`config.mk`:
```
export PLATFORM = sky130hd
export DESIGN_NAME = event_encoder_8x3
export DESIGN_NICKNAME = d
export VERILOG_FILES = /design/src/rtl/event_encoder_8x3_pkg.sv /design/src/rtl/event_encoder_8x3_lsb_priority_encoder.sv /design/src/rtl/event_encoder_8x3.sv
export SDC_FILE = /design/constraint.sdc
export NUM_CORES = 1
export LEC_CHECK = 0
export BUFFER_PORTS_ARGS = -buffer_cell sky130_fd_sc_hd__buf_4
export CORE_MARGIN = 5
export CORE_UTILIZATION = 45
export DETAILED_ROUTE_END_ITERATION = 8
export HOLD_SLACK_MARGIN = 0.05
export PLACE_DENSITY = 0.69
export SLEW_MARGIN = 5
export SYNTH_ARGS = -nofsm -noshare
export SYNTH_HDL_FRONTEND = slang
export SYNTH_SLANG_ARGS = --single-unit
```
`constraint.sdc`:
```
create_clock -name clk -period 2.05 [get_ports clk]
set_clock_uncertainty 0.2 [all_clocks]
set_input_delay 0.3075 -clock clk [delete_from_list [all_inputs] [get_ports clk]]
set_output_delay 0.3075 -clock clk [all_outputs]
set_load 0.01 [all_outputs]
```
`src/rtl/event_encoder_8x3_pkg.sv`:
```
// Shared widths, types and bit-index helpers for the 8-line event encoder.
package event_encoder_8x3_pkg;

  localparam int N_IN   = 8;
  localparam int CODE_W = $clog2(N_IN);

  typedef logic [N_IN-1:0]   req_t;
  typedef logic [CODE_W-1:0] code_t;

  // Bit 0 wins: scan from the top so the lowest set bit is the last one written.
  function automatic code_t lowest_set_idx(input req_t v);
    code_t idx;
    idx = '0;
    for (int i = N_IN - 1; i >= 0; i--) begin
      if (v[i]) idx = code_t'(i);
    end
    return idx;
  endfunction

  function automatic req_t onehot(input code_t idx);
    return req_t'(1) << idx;
  endfunction

endpackage

```
`src/rtl/event_encoder_8x3_lsb_priority_encoder.sv`:
```
// Combinational 8->3 priority encoder; the lowest set request bit has priority.
module lsb_priority_encoder
  import event_encoder_8x3_pkg::*;
(
  input  logic [N_IN-1:0]   req,
  output logic [CODE_W-1:0] idx,
  output logic              any
);

  assign idx = lowest_set_idx(req);
  assign any = |req;

endmodule

```
`src/rtl/event_encoder_8x3.sv`:
```
// Captures events on 8 request lines as pending bits and issues one binary
// code per event over a valid/ready handshake, lowest index first.
module event_encoder_8x3
  import event_encoder_8x3_pkg::*;
#(
  parameter bit EDGE_MODE = 1'b1
) (
  input  logic              clk,
  input  logic              rst_n,
  input  logic [N_IN-1:0]   in,
  input  logic              clr,
  output logic [CODE_W-1:0] out,
  output logic              valid,
  input  logic              ready,
  output logic [N_IN-1:0]   pending,
  output logic              overflow
);

  logic [N_IN-1:0]   in_d;
  logic [N_IN-1:0]   ev;
  logic [CODE_W-1:0] sel;
  logic              pending_any;
  logic              load;
  logic [N_IN-1:0]   load_mask;
  logic [N_IN-1:0]   pending_next;
  logic              overflow_next;

  lsb_priority_encoder u_prio (
    .req (pending),
    .idx (sel),
    .any (pending_any)
  );

  // NOTE: every variable written in always_comb gets a default first, so no
  // path through the block can leave it unassigned and infer a latch.
  always_comb begin
    ev            = '0;
    load          = 1'b0;
    load_mask     = '0;
    pending_next  = pending;
    overflow_next = 1'b0;

    ev   = EDGE_MODE ? (in & ~in_d) : in;
    load = (!valid || ready) && pending_any;
    if (load) load_mask = onehot(sel);

    // A new event on the bit being loaded this cycle is kept, not flagged.
    pending_next  = (pending & ~load_mask) | ev;
    overflow_next = EDGE_MODE && (|(ev & pending & ~load_mask));
  end

  // NOTE: sequential state uses non-blocking assignments so every register
  // samples the pre-edge values regardless of statement order.
  always_ff @(posedge clk or negedge rst_n) begin
    if (!rst_n) begin
      in_d     <= '0;
      pending  <= '0;
      out      <= '0;
      valid    <= 1'b0;
      overflow <= 1'b0;
    end else begin
      in_d <= in;
      if (clr) begin
        pending  <= '0;
        valid    <= 1'b0;
        overflow <= 1'b0;
      end else begin
        pending  <= pending_next;
        overflow <= overflow_next;
        if (load) begin
          out   <= sel;
          valid <= 1'b1;
        end else if (valid && ready) begin
          valid <= 1'b0;
        end
      end
    end
  end

endmodule

```
==> results of run 1 <==
-- logic make-up (layout without fill, tap and decap cells) --
family	after synthesis	in the layout	synth area share [%]
AOI/OAI and AO/OA	29	29	21.6
buffers and inverters	8	42	3.60
DFF	21	21	58.3
and+or+nand+nor	24	24	16.5
-- registers in the layout, summed over array words and instances, names as in the netlist --
name	count
out	3
pending	8
valid	1
overflow	1
in_d	8
-- stage by stage --
step                      hold WS, ns  area (sq um)  instances  worst slack [ns]
after floorplan                -0.188           902         82             0.296
after global placement       0.000870          1100        130             0.198
after detailed placement      0.00310          1100        130             0.158
after CTS                      0.0510          1220        143             0.143
after global routing           0.0631          1220        143            0.0527
final                          0.0572          1220        143             0.159
-- cell usage after synthesis, drive strengths merged --
library cell and n:
a21o 2, nand3b 1, nor2b 3, a221oi 1, nor2 5, o41ai 1, o2bb2ai 1, o221ai 1
nand4b 1, a211o 1, clkbuf 2, inv 5, dfrtp 21, o22ai 1, nor4 2, buf 1
nand2b 8, o21ai 5, a21oi 10, nand2 3, o31ai 3, o21bai 2, a2111oi 1, or3 1
-- worst max path at each step --
| stage | depth (start not counted) | end | from | slack, ns |
|---|---|---|---|---|
| 3_3_place_gp | 5 | overflow | pending[3] | 0.20 |
| 6_report | 5 | overflow | pending[3] | 0.16 |
| 3_5_place_dp | 5 | overflow | pending[3] | 0.16 |
| 4_1_cts | 5 | overflow | pending[3] | 0.14 |
| 5_1_grt | 5 | overflow | pending[3] | 0.05 |
| 2_1_floorplan | 5 | overflow | pending[3] | 0.30 |
-- power by group through the flow --
stage | clock network, uW | registers [uW] | logic, uW
after floorplan | 0 | 493 | 80.6
after global placement | 0 | 484 | 173
after detailed placement | 0 | 485 | 175
after CTS | 204 | 477 | 190
after global routing | 220 | 483 | 209
final | 193 | 476 | 187
-- cell type report --
cell class / count / area [sq um]
Fill cell: 170 / 723
Sequential cell: 21 / 526
Multi-Input combinational cell: 53 / 344
Timing Repair Buffer: 33 / 270
Tap cell: 27 / 33.8
Clock buffer: 4 / 26.3
Inverter: 5 / 18.8
-- routing by layer --
metal | GRT usage, % | up-vias | share of wire (%)
met4 | 4.98 | 0 | 0.71
met5 | 0 | - | 0
met1 | 18.7 | 340 | 43
met3 | 3.27 | 2 | 3.4
li1 | - | 361 | -
met2 | 25.2 | 9 | 53
==> impl_metrics.toml, run 1 <==
[outcome]
status = "completed"

[routing]
dr.pass1.iters = 4
routed-via-count = 712
post-route-drc-count = 0
drt-total-wl_um = 1820
vias_per_cell = 4.98
first_iter_violations = 12
antenna_left = 0
avgRoutedWirePerCell_um = 12.7

[global_routing]
grt_overflow = 0
grt_first_pass_wirelength_um = 3180
grt_max_degree = 22
antenna_found_initial = 0
grt_pass1_vias = 696
track_usage_pct = 14.9

[placement]
gp_congestion = 0.756
portBuffers = 24
dp_hpwl_um = 1310

[synthesis]
yosysTopAreaCell = "dfrtp_1"
synth_nets = 94
yosys-top-cells-area = "dfrtp_1 (58%), a21oi_1 (5.5%), nand2b_1 (5.5%), o31ai_1 (2.5%), nor4_4 (2.4%)"
yosysUniqueCellTypes = 27
synthCells = 82
yosysSeqAreaShare_pct = 58.3
syn_area_per_cell_sq_um = 11.0
syn-cell-area_sq_um = 902
synth_seq_cells = 21
yosysWarnings = 0
synth_top_area_share_pct = 58.3

[clock_network]
cts_tree = "done"
post_cts_resized = 0
clock_sinks = 21
clk_latency_ns = 0.29
cts_made_buffers = 3
root_buffer = "clkbuf_4"
cts-hold-fix-buffers = 9
htreeDepth = 1
path_clk_slew_ns = 0.11
post_cts.repair.setup_buffers = 0
clock_path_buffers = 2

[timing]
period_share_pct = 92.2
setup_violations = 0
layout_min_cycle_time_ns = 1.89
slew_headroom_pct = 68.0
fmax_mhz = 529
worstMarginPinSlew_ns = 0.479
grt_setup_unrepaired = "false"
final_max_slew_viol_count = 0
hold_viol = 0
tns_ns = 0

[setup_path]
crit_arrival_ns = 1.88
critical_path.slowest_cell = "dfrtp_1"
crit_family = "compound AO/OA/AOI/OAI gates"
r2r_end = "overflow"
criticalPathCategory = "flop to flop"
path_buf_inv = 0
r2r_slack_ns = 0.16
cp-start-kind = "flop"
cp-end-kind = "flop"
cp.required_ns = 2.04
crit_path_max_incr_delay_ns = 0.48
crit_fanout = 6
reg2reg_from = "pending[3]"
reg2reg_depth = 5
crit_chain = "nor4_4 > nand3b_1 > o21bai_1 > a221oi_2 > o21ai_1"

[layout]
layout_commonest_cell = "buf_4"
num-nets-final = 129
final_util_pct = 62.8
antenna_cells = 0
layout_common_cells = "buf_4 (24), dfrtp_1 (21), a21oi_1 (10), dlygate4sd3_1 (9), nand2b_1 (8)"
drive_gt1_share_pct = 25.9
area_delta_synth_final_pct = 35.1

[power_and_ir_drop]
power.total_uw = 856
p_per_area_nw_per_um2 = 703
pwr-share-clk_pct = 22.5
seq_power_share_pct = 55.6
power_switching_uw = 232
p_leak_uw = 0.000558
swShare_pct = 27.1
vdd_drop_max_mv = 0.493
p_int_uw = 624
p_comb_share_pct = 21.9

[hold_path]
hp-class = "input port to flop"
hold_path_end = "valid"
worstHoldStart = "clr"
hold_depth = 2

[floorplanning]
core_sq_um = 1940
start_util_pct = 46.5
die_w_um = 54.8
design.die.area_sq_um = 3000
die_height_um = 54.8
rows = 16
ios = 25

[run]
max_cap_violations = 0
No activity file was read; power rests on OpenSTA's default activity.
==> run 2: changes to the inputs <==
--- a/config.mk
+++ b/config.mk
@@ -14,4 +14,5 @@
 export SLEW_MARGIN = 5
 export SYNTH_ARGS = -nofsm -noshare
 export SYNTH_HDL_FRONTEND = slang
+export SYNTH_HIERARCHICAL = 1
 export SYNTH_SLANG_ARGS = --single-unit
==> run 2 against run 1 <==
The flow now finishes with violations (negative setup slack). Global-route usage up 0.88 points. Die area up 0.90%. Critical path depth up 2. Register-to-register slack worse by 0.36 ns. Sequential share of layout area down 5.4 points. Worst setup slack worse by 0.36 ns. Final cell count up 13%.
==> impl_metrics.toml, run 2 <==
[synthesis]
synth_top_area_share_pct = 57.6
synthCells = 82
synth_commonest_cells = "dfrtp_1 (21), a21oi_1 (10), nand2b_1 (8)"
yosysUniqueCellTypes = 26
synth.most_common_cell = "dfrtp_1"
synth_seq_cells = 21
synth_nets = 94
yosys-top-cells-area = "dfrtp_1 (58%), a21oi_1 (5.5%), nand2b_1 (5.5%), mux2_2 (3.7%), nand3b_1 (2.5%)"
yosysSeqAreaShare_pct = 57.6
syn_area_per_cell_sq_um = 11.1
yosysWarnings = 6
yosysTopAreaCell = "dfrtp_1"
synth_flop_cell = "dfrtp_1"
ys_async_sr_fraction_pct = 100
synth_edf_count = 0
syn-cell-area_sq_um = 912

[clock_network]
htreeDepth = 1
post_cts.repair.setup_buffers = 0
clock_sinks = 21
cts_made_buffers = 3
clk_latency_ns = 0.30
path_clk_slew_ns = 0.12
root_buffer = "clkbuf_4"
cts_tree = "done"
clock_path_buffers = 2

[floorplanning]
core_sq_um = 1940
design.die.area_sq_um = 3030
die_w_um = 55.0
start_util_pct = 47.0
ios = 25
rows = 16
die_height_um = 55.0

[layout]
num-nets-final = 147
drive_gt1_share_pct = 43.3
reg_top3 = "in_d (8), pending (8), out (3)"
layout_commonest_cell = "buf_4"
layout_common_cells = "buf_4 (39), dfrtp_1 (18), a21oi_1 (10), dlygate4sd3_1 (10), nand2b_1 (8)"
final_cell_area_sq_um = 1400
antenna_cells = 0
area_delta_synth_final_pct = 53.6
n_fill_cell = 144

[global_routing]
grt_overflow = 0
track_usage_pct = 15.8
grt_max_degree = 22
antenna_found_initial = 0
grt_pass1_vias = 812
grt_first_pass_wirelength_um = 3390

[timing]
worstMarginPinSlew_ns = 0.423
slew_headroom_pct = 71.5
setup_violations = 1
grt_setup_unrepaired = "true"
final_max_slew_viol_count = 0
hold_viol = 0
hold_ws_ns = 0.163
tns_ns = -0.204
fin_ws_ns = -0.204
period_share_pct = 110
fmax_mhz = 444
layout_min_cycle_time_ns = 2.25

[setup_path]
reg2reg_depth = 7
crit_arrival_ns = 2.25
cp-end-kind = "flop"
crit_fanout = 5
criticalPathCategory = "flop to flop"
r2r_end = "overflow"
reg2reg_from = "pending[5]"
cp-start-kind = "flop"
cp.required_ns = 2.05
r2r_slack_ns = -0.20

[routing]
drt-total-wl_um = 2070
routed-via-count = 807
post-route-drc-count = 0
avgRoutedWirePerCell_um = 12.8
antenna_left = 0
vias_per_cell = 5.01
first_iter_violations = 6
dr.pass1.iters = 4

[power_and_ir_drop]
p_per_area_nw_per_um2 = 710
p_leak_uw = 0.000652
power.total_uw = 995
vdd_drop_max_mv = 0.550

[hold_path]
worstHoldStart = "ready"
hold_depth = 3
hold_path_end = "valid"
hp-class = "input port to flop"

[outcome]
violations = "negative setup slack"
status = "complete, but fails checks"

[placement]
dpl-instance-area_sq_um = 1240
pre_cts_slack_ns = -0.283
dp_hpwl_um = 1540
portBuffers = 24
gp_congestion = 0.812

[run]
max_cap_violations = 0
-- run 2: cell types whose count changed after synthesis, sizes merged, moves of 2 or more --
cell	delta
nand3	+3
a21o	-2
mux2	+3
nand3b	+2
-- run 2: power breakdown --
| part | switching (uW) | total (uW) | internal, uW |
|---|---|---|---|
| sequential | 29.0 | 485 | 456 |
| combinational | 136 | 312 | 176 |
| clock | 125 | 197 | 72.7 |
-- run 2: area by class of cell --
cell class / count / area, sq um / share of cell area [%]
flip-flops and latches: 21 / 529 / 37.8
multi-input cells: 56 / 403 / 28.8
repair buffers: 49 / 393 / 28.0
well taps: 27 / 33.8 / 2.41
clock buffers: 3 / 22.5 / 1.61
inverters: 4 / 15.0 / 1.07
clock inverters: 1 / 5.00 / 0.357
-- run 2: worst max path at each step --
stage / slack [ns] / depth (start not counted) / end / start
6_report: -0.20 / 7 / overflow / pending[5]
5_1_grt: -0.32 / 7 / overflow / pending[5]
4_1_cts: -0.23 / 7 / overflow / pending[5]
3_5_place_dp: -0.28 / 7 / overflow / pending[4]
3_3_place_gp: -0.21 / 7 / overflow / pending[4]
2_1_floorplan: -0.06 / 7 / overflow / pending[5]
-- run 2: routing by layer --
metal  global-route usage, %  share of wire [%]  up-vias
met5                       0                  0        -
met4                    7.29                2.0        0
met3                    3.75                6.1        6
met2                    27.8                 54       22
met1                    18.0                 38      381
li1                        -                  -      398
-- run 2: through the flow --
| step | cells | utilization, % |
|---|---|---|
| 6_report | 161 | 72.2 |
| 5_1_grt | 161 | 72.2 |
| 4_1_cts | 161 | 70.7 |
| 3_5_place_dp | 147 | 64.1 |
| 3_3_place_gp | 147 | 64.1 |
| 2_1_floorplan | 82 | - |
-- run 2: what timing repair did --
| action | in CTS | in global routing |
|---|---|---|
| endpoints found under the hold margin | 37 | 0 |
| setup endpoints to repair | 3 | 3 |
| hold buffers | 10 | 0 |
| pin swaps | 1 | 1 |
| gates resized for setup | 1 | 8 |
| gates cloned | 0 | 0 |
-- run 2: kinds of logic (layout without fill, tap and decap cells) --
logic type / Yosys count / count (layout) / share of synthesized area (%)
DFF: 21 / 21 / 57.6
buffers and inverters: 5 / 57 / 2.06
muxes: 3 / 3 / 3.70
and+or+nand+nor: 27 / 27 / 19.2
AOI/OAI and AO/OA: 26 / 26 / 17.4
-- run 2: worst max-delay path, cell delays in order, from the launching register on --
cell,delay [ns]
dfrtp_2,0.46
nor4_4,0.29
and3b_2,0.28
nor3b_4,0.21
a311oi_1,0.13
a31oi_2,0.19
o221ai_1,0.14
o31a_1,0.26
